$ cat config.mk
export PLATFORM = sky130hd
export DESIGN_NAME = reg_universal_nb
export DESIGN_NICKNAME = d
export VERILOG_FILES = /design/src/rtl/reg_universal_nb.sv
export SDC_FILE = /design/constraint.sdc
export NUM_CORES = 1
export LEC_CHECK = 0
export BUFFER_PORTS_ARGS = -buffer_cell sky130_fd_sc_hd__buf_2
export CAP_MARGIN = 20
export CORE_AREA = 3 3 40 42
export CTS_CLUSTER_SIZE = 16
export DETAILED_ROUTE_END_ITERATION = 8
export DIE_AREA = 0 0 43 45
export PLACE_DENSITY = 0.73
export SETUP_SLACK_MARGIN = 0.15
export SKIP_LAST_GASP = 1
export SLEW_MARGIN = 30
export SYNTH_ARGS = -nofsm -noshare
export SYNTH_HDL_FRONTEND = slang
export SYNTH_SLANG_ARGS = --single-unit
$ cat constraint.sdc
create_clock -name clk -period 3.2 [get_ports clk]
set_input_delay 0.16 -clock clk [delete_from_list [all_inputs] [get_ports clk]]
set_output_delay 0.16 -clock clk [all_outputs]
set_load 0.05 [all_outputs]
$ cat src/rtl/reg_universal_nb.sv
// rtl/reg_universal_nb.sv - parametrised universal register with load, shift, rotate, clear and drain counter
module reg_universal_nb #(
    parameter int               WIDTH   = 4,
    parameter logic [WIDTH-1:0] RST_VAL = '0
) (
    input  logic                           clk,
    input  logic                           rst,
    input  logic                           en,
    input  logic [2:0]                     mode,
    input  logic [WIDTH-1:0]               D,
    input  logic                           sin_r,
    input  logic                           sin_l,
    output logic [WIDTH-1:0]               Q,
    output logic                           sout_l,
    output logic                           sout_r,
    output logic [$clog2(WIDTH+1)-1:0]     shift_cnt,
    output logic                           drained
);

    localparam int             CW      = $clog2(WIDTH + 1);
    localparam logic [CW-1:0]  CNT_MAX = CW'(WIDTH);

    localparam logic [2:0] M_HOLD = 3'b000;
    localparam logic [2:0] M_LOAD = 3'b001;
    localparam logic [2:0] M_SHL  = 3'b010;
    localparam logic [2:0] M_SHR  = 3'b011;
    localparam logic [2:0] M_ROL  = 3'b100;
    localparam logic [2:0] M_ROR  = 3'b101;
    localparam logic [2:0] M_CLR  = 3'b110;

    logic [WIDTH-1:0] q_q, q_d;
    logic [CW-1:0]    cnt_q, cnt_d;
    logic             drained_q, drained_d;
    logic             shifting;

    always_comb begin
        q_d      = q_q;
        cnt_d    = cnt_q;
        shifting = 1'b0;
        if (en) begin
            case (mode)
                M_HOLD: ;
                M_LOAD: begin
                    q_d   = D;
                    cnt_d = '0;
                end
                M_SHL: begin
                    q_d      = {q_q[WIDTH-2:0], sin_r};
                    shifting = 1'b1;
                end
                M_SHR: begin
                    q_d      = {sin_l, q_q[WIDTH-1:1]};
                    shifting = 1'b1;
                end
                M_ROL: begin
                    q_d      = {q_q[WIDTH-2:0], q_q[WIDTH-1]};
                    shifting = 1'b1;
                end
                M_ROR: begin
                    q_d      = {q_q[0], q_q[WIDTH-1:1]};
                    shifting = 1'b1;
                end
                M_CLR: begin
                    q_d   = '0;
                    cnt_d = '0;
                end
                default: ;
            endcase
        end
        // Counter saturates at WIDTH so drained stays up until the next load or clear.
        if (shifting && (cnt_q != CNT_MAX)) begin
            cnt_d = cnt_q + 1'b1;
        end
        drained_d = (cnt_d == CNT_MAX);
    end

    always_ff @(posedge clk or negedge rst) begin
        if (!rst) begin
            q_q       <= RST_VAL;
            cnt_q     <= '0;
            drained_q <= 1'b0;
        end else begin
            q_q       <= q_d;
            cnt_q     <= cnt_d;
            drained_q <= drained_d;
        end
    end

    assign Q         = q_q;
    assign sout_l    = q_q[WIDTH-1];
    assign sout_r    = q_q[0];
    assign shift_cnt = cnt_q;
    assign drained   = drained_q;

endmodule

# Word-level counts from Yosys, hierarchy flattened
# Cells that the tools add are included.
[word_totals] register_bits=8 inputBits=12 output_inout_bits=10 wordCells=23
[op_classes] add_sub_neg=1 n_eq_ne=8 mux=6 n_reduce_logical=5
[ops] operator="$pmux W4 S6" n=1
[ops] operator="$eq A3 B3 Y1 const B" n=4
[ops] operator="$mux W3" n=3
[ops] operator="$eq A3 B2 Y1 const B" n=2
[ops] operator="$reduce_bool A6 Y1" n=1
[ops] operator="$reduce_or A4 Y1" n=1
[ops] operator="$add A3 B1 Y3 const B" n=1
[ops] operator="$eq A3 B1 Y1 const B" n=1
[ops] operator="$ne A3 B3 Y1 const B" n=1
[ops] operator="$mux W1" n=2
[ops] operator="$reduce_and A2 Y1" n=1
[ops] operator="$reduce_or A2 Y1" n=1
[ops] operator="$logic_and A1 B1 Y1" n=1

# Logic depth before layout (Yosys ltp)
# Gate-level depths: netlist (run 1).
[logic_depth] depth_word=7 mapped_depth=6 ltp_nobuf=6

# Least setup slack after synthesis (run 1)
# OpenSTA, ideal clock, no wires.
[synth_path] path_kind="register to register" start="register cnt_q[0] (netlist: shift_cnt[0])" end="register cnt_q[2] (netlist: shift_cnt[2])" setup_time_ns=0.124 t_arrival_ns=1.682 required_time_ns=3.076 setup_slack_ns=1.394 path_stages_with_launch=6 n_path_buf=0 period_less_slack_ns=1.806 path_cell_list="dfrtp_1 -> inv_1 -> ha_1 -> a311oi_2 -> o21ai_2 -> a211o_1"
[synth_via] elab_chain_cells=3 word_cells_on_any_way=4 cone_classes="1 x add/sub; 1 x eq/ne; 1 x mux; 1 x reduce/logical"
[synth_rtl] item="start: declaration" line_no="32" text="logic [CW-1:0] cnt_q, cnt_d;"
[synth_rtl] item="start signal: assignment" line_no="84" text="cnt_q <= cnt_d;"
[synth_rtl] item="branches (longest 2 deep; another with $add A3 B1 Y3)"
[synth_rtl] item="$mux W3 (*)" line_no="71" text="if (shifting && (cnt_q != CNT_MAX)) begin"
[synth_rtl] item="via cnt_d[2]" line_no="32"
# Mark *: on every way through the listed nets, which the timed path passes.
# A chain may end at the register's enable or synchronous reset.

# Worst setup path after layout (run 1)
# Same ends and word-level chain as after synthesis.

==> flow_metrics.env, run 1 <==
export IMPL_status="finished clean"
export IMPL_power_density_nw_per_um2=722.1
export IMPL_die_w_um=43
export IMPL_synth_seq_cells=8
export IMPL_area_growth_pct=14.81
export IMPL_antenna_found_initial=0
export IMPL_worstPathArrival_ps=1660
export IMPL_grt_pass1_wl_mm=1.945
export IMPL_yosysWarnings=0
export IMPL_antenna_left=0
export IMPL_drc=0
export IMPL_path_class="reg2reg"
export IMPL_clock_fmax_mhz=651.0
export IMPL_drt_initial_drc_count=7
export IMPL_grt_overflow=0
export IMPL_grt_pass1_vias=475
export IMPL_vias_per_cell=5.188
export IMPL_diodes=0
export IMPL_p_int_mw=0.2578
export IMPL_rr_worst_depth=5
export IMPL_dp_hpwl_um=928.1
export IMPL_power_share_sequential_pct=32.2
export IMPL_slew_viol_final=0
export IMPL_worst_slew_pin_slew_ps=328.1
export IMPL_total_power_mw=0.5114
export IMPL_wl_mm=1.169
export IMPL_slew_headroom_pct=77.97
export IMPL_max_stage_delay_ps=400
export IMPL_layout_drive_gt1_share_pct=32.56
export IMPL_comb_power_share_pct=53.8
export IMPL_worstHoldPathCells=3
export IMPL_drtPass1Iterations=4
export IMPL_die_h_um=45
export IMPL_cts_tree="done"
export IMPL_syn_nets=82
export IMPL_place_congestion=0.7363
export IMPL_cts_buffers_inserted=3
export IMPL_crit_fanout=5
export IMPL_maxCapViolations=0
export IMPL_syn_inst=68
export IMPL_synth_distinct_cells=28
export IMPL_cts_root_buffer="clkbuf_4"
export IMPL_crit_path_end_kind="flip-flop"
export IMPL_setup_viol=0
export IMPL_crit_path_cell_trace="inv_1 -> ha_1 -> a311oi_2 -> o21ai_2 -> a211o_1"
export IMPL_dieArea_um2=1935
export IMPL_portBuffers=21
export IMPL_critPathLaunchType="flip-flop"
export IMPL_clk_latency_ps=240
export IMPL_syn_avg_cell_area_um2=9.071
export IMPL_fin_tns_setup_ps=0
export IMPL_rsz0062_at_grt="false"
export IMPL_io_pins=22
export IMPL_rows=13
export IMPL_htreeDepth=1
export IMPL_vias=524
export IMPL_period_share_pct=48.00
export IMPL_p_leak_nw=0.3519
export IMPL_grt_max_degree=14
export IMPL_vdd_drop_max_v=0.0003755
export IMPL_crit_slowest_cell="dfrtp_1"
export IMPL_ctsResizeCount=0
export IMPL_holdCritPathClass="in2reg"
export IMPL_grt_usage_pct=12.97
export IMPL_synth_yosys_seq_area_share_pct=32.45
export IMPL_avgRoutedWirePerCell_um=11.57
export IMPL_final_area_um2=708.2
export IMPL_pwr_share_clk_pct=14.0
export IMPL_finalNetCount=102
export IMPL_synth_cell_area_um2=616.8
export IMPL_clkTransAtPathRegs_ps=50
export IMPL_start_util_pct=48.00
export IMPL_switching_share_pct=49.59
export IMPL_hold_violations=0
export IMPL_core_um2=1285
export IMPL_skew_ps=0.3469
export IMPL_cts_sinks=8
export IMPL_critical_path_required_ps=3330
export IMPL_fin_crit_ps=1536
export IMPL_switchingPower_mw=0.2536
export IMPL_clock_path_buffers=2
export IMPL_place_area_um2=675.6
## layout make-up
type | instances | area [µm²]
timing repair buffer | 22 | 115.1
multi-input combinational | 51 | 344.1
inverter | 2 | 7.507
sequential | 8 | 200.2
fill | 119 | 576.8
clock buffer | 3 | 22.52
tap | 15 | 18.77
## metrics by stage
step,utilization (%),cells,hold WS [ps],setup slack [ps]
CTS,55.11,101,207.0,1656
global route,55.11,101,238.7,1584
detailed placement,52.58,97,7.023,1669
global placement,52.58,97,6.884,1713
floorplan,-,68,-135.6,1394
finish,55.11,101,211.2,1664
## routing by layer
layer	vias to the layer above	part of all wire, %	track usage [%]
met5	-	0	0
met2	10	49	20.96
met3	0	5.3	2.390
met4	0	0	5.422
met1	240	46	17.21
li1	274	-	-
## flip-flops by register name, indices dropped and copies added, names as in the netlist
name and flops:
Q 4, drained 1, shift_cnt 3
## cell usage after synthesis, drive strengths merged
master	instances	area (µm²)
nand3	1	5.000
a32o	1	10.01
nand2	2	7.510
o211a	1	10.01
nor4b	1	8.760
a22o	1	8.760
o21ai	2	13.76
nor2	14	55.06
a211o	1	8.760
buf	7	65.05
nor3b	1	7.510
and3	1	6.260
ha	2	25.02
a21oi	7	35.03
dfrtp	8	200.2
or3	1	6.260
nand2b	2	12.51
xnor2	2	17.52
nor3	1	5.000
inv	2	7.510
mux2i	6	60.06
a211oi	2	15.01
mux2	1	11.26
a311oi	1	15.01
## cells by family (layout without fill, tap and decap cells)
kind of cell	after synthesis	in the layout	share of synthesized area, %
multiplexers	7	7	11.56
XOR/XNOR	2	2	2.840
AO/OA/AOI/OAI	16	16	18.86
buffers and inverters	9	27	11.76
adder cells (fa/ha/maj)	2	2	4.056
flip-flops	8	8	32.45
AND/OR/NAND/NOR	24	24	18.46
## cells in the final DEF (no fill, tap or decap), types with 2 or more instances in the layout
cell | netlist | routed
clkbuf_4 | 0 | 3
nor2_1 | 13 | 13
ha_1 | 2 | 2
inv_1 | 2 | 2
mux2i_1 | 6 | 6
a21oi_1 | 7 | 7
xnor2_1 | 2 | 2
nand2b_1 | 2 | 2
dfrtp_1 | 8 | 8
nand2_1 | 2 | 2
a211oi_1 | 2 | 2
buf_2 | 1 | 21
## power by group through the flow
stage                     registers [mW]  logic [mW]  clock network, mW
after floorplan                    0.252       0.142                  0
after global placement             0.166       0.273                  0
after detailed placement           0.167       0.276                  0
after CTS                          0.165       0.278             0.0756
after global routing               0.171       0.299             0.0806
final                              0.165       0.275             0.0714
## critical path: cells and delay by family, from the launching register on
kind,cells,cell delay [ps]
buffers and inverters,1,80
adders and majority gates,1,250
AOI/OAI and AO/OA,3,690
DFF,1,400
## final timing paths
check / startpoint / endpoint / slack, ps
max: shift_cnt[0]$_DFF_PN0_ / shift_cnt[2]$_DFF_PN0_ / 1660
min: D[1] / Q[1]$_DFFE_PN0P_ / 210
max reg2reg: shift_cnt[0]$_DFF_PN0_ / shift_cnt[2]$_DFF_PN0_ / 1660
min reg2reg: shift_cnt[1]$_DFF_PN0_ / shift_cnt[1]$_DFF_PN0_ / 590
max in group asynchronous: rst / shift_cnt[0]$_DFF_PN0_ / 2730
min in group asynchronous: rst / Q[3]$_DFFE_PN0P_ / 310
## what timing repair did
action | 4_1_cts | 5_1_grt
endpoints found under the hold margin | 8 | 0
buffers inserted | 0 | 0
hold buffers | 1 | 0
setup endpoints to repair | 0 | 0
No activity file was read; power rests on OpenSTA's default activity.
==> run 2: changes to the inputs <==
--- a/config.mk
+++ b/config.mk
@@ -7,11 +7,11 @@
 export LEC_CHECK = 0
 export BUFFER_PORTS_ARGS = -buffer_cell sky130_fd_sc_hd__buf_2
 export CAP_MARGIN = 20
-export CORE_AREA = 3 3 40 42
+export CORE_MARGIN = 3
+export CORE_UTILIZATION = 42
 export CTS_CLUSTER_SIZE = 16
 export DETAILED_ROUTE_END_ITERATION = 8
-export DIE_AREA = 0 0 43 45
-export PLACE_DENSITY = 0.73
+export PLACE_DENSITY = 0.7
 export SETUP_SLACK_MARGIN = 0.15
 export SKIP_LAST_GASP = 1
 export SLEW_MARGIN = 30
==> constraint.sdc (replaced) <==
create_clock -name clk -period 1.3 [get_ports clk]
set_input_delay 0.065 -clock clk [delete_from_list [all_inputs] [get_ports clk]]
set_output_delay 0.065 -clock clk [all_outputs]
set_load 0.05 [all_outputs]
==> flow_metrics.env, run 2 (synthesized netlist as in run 1, its figures left out) <==
export IMPL_status="complete, but fails checks"
export IMPL_violations="negative setup slack"
export IMPL_diodes=0
export IMPL_place_area_um2=734.5
export IMPL_skew_ps=0.8176
export IMPL_drc=0
export IMPL_comb_power_share_pct=61.2
export IMPL_grt_usage_pct=15.70
export IMPL_grt_max_degree=14
export IMPL_critPathLaunchType="flip-flop"
export IMPL_pwr_share_clk_pct=13.5
export IMPL_worst_slew_pin_slew_ps=290.1
export IMPL_maxCapViolations=0
export IMPL_globalRouteMet2Util_pct=24.42
export IMPL_place_congestion=0.7650
export IMPL_cts_tree="done"
export IMPL_die_w_um=44.33
export IMPL_crit_start="shift_cnt[0]$_DFF_PN0_"
export IMPL_ff2ff_setup_slack_ps=-50
export IMPL_start_util_pct=46.25
export IMPL_switchingPower_mw=0.7147
export IMPL_rows=13
export IMPL_crit_path_end_kind="flip-flop"
export IMPL_worstReg2RegStart="shift_cnt[0]$_DFF_PN0_"
export IMPL_antenna_left=0
export IMPL_finalNetCount=110
export IMPL_grt_busiest_layer="met2"
export IMPL_layout_drive_gt1_share_pct=49.47
export IMPL_hold_violations=0
export IMPL_fin_tns_setup_ps=-168.1
export IMPL_grt_pass1_wl_mm=2.228
export IMPL_p_leak_nw=0.3923
export IMPL_grt_overflow=0
export IMPL_grt_pass1_vias=543
export IMPL_fin_crit_ps=1355
export IMPL_cts_sinks=8
export IMPL_rr_worst_depth=5
export IMPL_clock_path_buffers=2
export IMPL_wl_mm=1.427
export IMPL_final_area_um2=830.8
export IMPL_cts_buffers_inserted=3
export IMPL_crit_fanout=4
export IMPL_portBuffers=21
export IMPL_power_share_sequential_pct=25.3
export IMPL_setup_ws_ps=-54.51
export IMPL_slew_viol_final=0
export IMPL_vias_per_cell=5.318
export IMPL_total_power_mw=1.537
export IMPL_antenna_found_initial=0
export IMPL_drtPass1Iterations=4
export IMPL_drt_initial_drc_count=7
export IMPL_endpoint="shift_cnt[0]$_DFF_PN0_"
export IMPL_io_pins=22
export IMPL_clock_fmax_mhz=738.3
export IMPL_cts_root_buffer="clkbuf_4"
export IMPL_period_share_pct=104.2
export IMPL_core_um2=1334
export IMPL_hp_start="D[1]"
export IMPL_dieArea_um2=1965
export IMPL_final_common_cell="buf_2"
export IMPL_holdCritPathClass="in2reg"
export IMPL_instances_no_fill=110
export IMPL_critical_path_required_ps=1440
export IMPL_power_density_nw_per_um2=1850
export IMPL_rsz0062_at_grt="true"
export IMPL_htreeDepth=1
export IMPL_switching_share_pct=46.51
export IMPL_vias=585
export IMPL_path_class="reg2reg"
export IMPL_final_cell_mix="19 x buf_2, 13 x nor2_1, 8 x buf_4"
export IMPL_vdd_drop_max_v=0.001015
export IMPL_area_growth_pct=34.69
export IMPL_rr_endpoint="shift_cnt[0]$_DFF_PN0_"
export IMPL_clk_latency_ps=260
export IMPL_worstPathArrival_ps=1500
export IMPL_slew_headroom_pct=80.66
export IMPL_setup_viol=4
export IMPL_clkTransAtPathRegs_ps=60
export IMPL_dp_slack_ps=-68.61
export IMPL_dp_cells=102
export IMPL_die_h_um=44.33
export IMPL_met3_usage_pct=3.252
export IMPL_avgRoutedWirePerCell_um=12.97
export IMPL_p_int_mw=0.8221
export IMPL_use_met1_pct=19.29
export IMPL_dp_hpwl_mm=1.114
export IMPL_largest_reg_flops=4
[run 2: cell types whose count changed in the layout (fill, tap and decap cells not counted), sizes merged]
cell | before | now
clkbuf | 3 | 4
buf | 21 | 29
[run 2: repair_timing]
action / in CTS / in global routing
pin swaps: 2 / 3
hold buffers: 1 / 0
endpoints found under the setup margin: 4 / 6
setup buffers: 2 / 1
hold endpoints to repair: 8 / 0
gates resized for setup: 0 / 10
[run 2: final cells by class]
class                           count  area (µm²)
Multi-Input combinational cell     51       377.9
Inverter                            2       7.507
Clock buffer                        4       26.28
Sequential cell                     8       209.0
Tap cell                           15       18.77
Timing Repair Buffer               30       191.4
Fill cell                         120       503.0
[run 2: per-layer routing]
layer / part of all wire, % / wire length, µm
met5: 0 / 0
met4: 1.8 / 25
met3: 6.4 / 91
met2: 48 / 682
met1: 44 / 627
[run 2: worst min-delay path by stage]
stage,to,slack [ps],depth (start not counted)
6_report,Q[1]$_DFFE_PN0P_,140,3
5_1_grt,Q[2]$_DFFE_PN0P_,150,3
4_1_cts,Q[1]$_DFFE_PN0P_,140,3
3_5_place_dp,drained$_DFF_PN0_,-90,1
3_3_place_gp,drained$_DFF_PN0_,-90,1
2_1_floorplan,Q[0]$_DFFE_PN0P_,-230,0
[run 2: worst max-delay path, stage by stage (launching register included)]
cell,delay (ps)
dfrtp_2,360
inv_2,50
ha_4,170
a311oi_4,270
o21ai_4,120
mux2_2,270
[run 2: through the flow]
stage	hold slack (ps)	utilization [%]
final	137.4	62.29
after global routing	149.6	62.29
after CTS	140.5	58.91
after detailed placement	-85.94	55.07
after global placement	-88.25	55.07
after floorplan	-230.6	-
[run 2: power groups by stage]
stage	registers (mW)	clock network [mW]	logic, mW
2_1_floorplan	0.638	0	0.382
6_report	0.389	0.207	0.941
4_1_cts	0.392	0.211	0.860
3_5_place_dp	0.400	0	0.823
3_3_place_gp	0.399	0	0.802
5_1_grt	0.400	0.235	1.01
==> run 3: changes to the inputs <==
--- a/config.mk
+++ b/config.mk
@@ -7,6 +7,7 @@
 export LEC_CHECK = 0
 export BUFFER_PORTS_ARGS = -buffer_cell sky130_fd_sc_hd__buf_2
 export CAP_MARGIN = 20
+export CORE_ASPECT_RATIO = 0.9
 export CORE_MARGIN = 3
 export CORE_UTILIZATION = 42
 export CTS_CLUSTER_SIZE = 16
==> flow_metrics.env, run 3 (synthesized netlist as in run 1, its figures left out) <==
export IMPL_endpoint="shift_cnt[2]$_DFF_PN0_"
export IMPL_comb_power_share_pct=62.3
export IMPL_die_w_um=46.40
export IMPL_wl_mm=1.309
export IMPL_fin_crit_ps=1333
export IMPL_htreeDepth=1
export IMPL_critPathLaunchType="flip-flop"
export IMPL_clkTransAtPathRegs_ps=50
export IMPL_grt_pass1_vias=459
export IMPL_path_class="reg2reg"
export IMPL_grt_max_degree=14
export IMPL_largest_reg_flops=4
export IMPL_dieArea_um2=1965
export IMPL_setup_viol=4
export IMPL_period_share_pct=102.6
export IMPL_cts_buffers_inserted=3
export IMPL_crit_path_cell_trace="inv_2 -> ha_4 -> a311oi_4 -> o21ai_4 -> a211o_1"
export IMPL_area_growth_pct=35.70
export IMPL_hold_violations=0
export IMPL_p_leak_nw=0.3954
export IMPL_cts_root_buffer="clkbuf_4"
export IMPL_crit_start="shift_cnt[0]$_DFF_PN0_"
export IMPL_crit_family="compound AO/OA/AOI/OAI gates"
export IMPL_regArea_um2=209.0
export IMPL_grt_usage_pct=13.87
export IMPL_antenna_left=0
export IMPL_grt_pass1_wl_mm=2.021
export IMPL_fin_tns_setup_ps=-105.5
export IMPL_skew_ps=0.1703
export IMPL_vias=546
export IMPL_grt_overflow=0
export IMPL_drtPass1Iterations=4
export IMPL_power_share_sequential_pct=25.5
export IMPL_crit_path_end_kind="flip-flop"
export IMPL_switchingPower_mw=0.7091
export IMPL_vdd_drop_max_v=0.001357
export IMPL_finalNetCount=110
export IMPL_crit_cells=5
export IMPL_clock_path_buffers=2
export IMPL_slew_viol_final=0
export IMPL_path_buf_inv=1
export IMPL_crit_slowest_cell="dfrtp_2"
export IMPL_rsz0062_at_grt="true"
export IMPL_setup_ws_ps=-33.20
export IMPL_portBuffers=21
export IMPL_switching_share_pct=45.78
export IMPL_cts_sinks=8
export IMPL_place_congestion=0.8084
export IMPL_p_int_mw=0.8396
export IMPL_rr_worst_depth=5
export IMPL_cts_tree="done"
export IMPL_ff2ff_setup_slack_ps=-30
export IMPL_pwr_share_clk_pct=12.2
export IMPL_multi_input_area_um2=389.1
export IMPL_avgRoutedWirePerCell_um=12.01
export IMPL_drt_initial_drc_count=8
export IMPL_rows=12
export IMPL_max_stage_delay_ps=370
export IMPL_drc=0
export IMPL_final_common_cell="buf_2"
export IMPL_worstReg2RegStart="shift_cnt[0]$_DFF_PN0_"
export IMPL_critical_path_required_ps=1420
export IMPL_diodes=0
export IMPL_crit_fanout=4
export IMPL_violations="negative setup slack"
export IMPL_rr_endpoint="shift_cnt[2]$_DFF_PN0_"
export IMPL_status="complete, but fails checks"
export IMPL_antenna_found_initial=0
export IMPL_start_util_pct=47.22
export IMPL_clk_latency_ps=240
export IMPL_die_h_um=42.36
export IMPL_worstPathArrival_ps=1450
export IMPL_slew_headroom_pct=78.17
export IMPL_fillers=107
export IMPL_clock_fmax_mhz=750.1
export IMPL_vias_per_cell=5.009
export IMPL_dp_slack_ps=-49.78
export IMPL_core_um2=1306
export IMPL_layout_drive_gt1_share_pct=50.53
export IMPL_holdCritPathClass="in2reg"
export IMPL_io_pins=22
export IMPL_dp_hpwl_um=998.3
export IMPL_hp_start="D[2]"
export IMPL_final_cell_mix="19 x buf_2, 13 x nor2_1, 8 x buf_4"
export IMPL_maxCapViolations=0
export IMPL_worst_slew_pin_slew_ps=325.1
export IMPL_power_density_nw_per_um2=1850
==> run 3: changes by cell type in the layout (fill, tap and decap cells not counted) <==
cell and delta:
nand2_1 +1, nand2_2 -1, buf_8 -1, mux2_4 +1, buf_6 +1, nor4b_2 +1, nor4b_1 -1, mux2_2 -1
a21oi_1 -1, a21oi_2 +1
==> run 3: how the worst min path moves through the flow <==
stage / end / slack [ps] / depth (start not counted)
CTS: Q[2]$_DFFE_PN0P_ / 130 / 3
global placement: drained$_DFF_PN0_ / -90 / 1
finish: Q[2]$_DFFE_PN0P_ / 130 / 3
detailed placement: drained$_DFF_PN0_ / -90 / 1
global route: Q[1]$_DFFE_PN0P_ / 160 / 3
floorplan: Q[0]$_DFFE_PN0P_ / -230 / 0
==> run 3: metal layers <==
layer,GRT usage [%],wire length [µm],vias up
met2,16.76,557,12
met3,2.575,57,2
met4,5.114,5,0
li1,-,-,293
met5,0,0,-
met1,23.22,689,239
==> run 3: power by group through the flow <==
| stage | Sequential (mW) | Combinational [mW] | Clock [mW] |
|---|---|---|---|
| 3_5_place_dp | 0.406 | 0.812 | 0 |
| 4_1_cts | 0.390 | 0.892 | 0.202 |
| 5_1_grt | 0.406 | 1.04 | 0.218 |
| 6_report | 0.395 | 0.965 | 0.189 |
| 3_3_place_gp | 0.406 | 0.804 | 0 |
| 2_1_floorplan | 0.638 | 0.382 | 0 |
==> run 3: final cells by class <==
type / count / area share [%]
Clock buffer: 4 / 3.139
Inverter: 2 / 0.8969
Multi-Input combinational cell: 51 / 46.49
Sequential cell: 8 / 24.96
Tap cell: 14 / 2.093
Timing Repair Buffer: 30 / 22.42
==> run 3: metrics by stage <==
stage	instance area (µm²)	utilization, %	instances	power (mW)	hold WS (ps)
after floorplan	638.1	-	68	1.020	-230.6
after global placement	733.2	56.13	101	1.210	-91.10
after detailed placement	733.2	56.13	101	1.219	-89.64
after CTS	795.8	60.92	109	1.485	131.6
after global routing	837.1	64.08	109	1.661	156.1
final	837.1	64.08	109	1.549	128.8
==> run 3: repair_timing <==
action / in CTS / in global routing
setup buffers: 3 / 0
gates resized for setup: 1 / 10
endpoints found under the hold margin: 8 / 0
pin swaps: 0 / 1
hold buffers: 1 / 0
cloned: 0 / 0
setup endpoints to repair: 4 / 6
==> run 3: tightest hold or removal path: stages <==
cell     delay, ps
buf_2           70
a21oi_1         50
a21oi_1        140
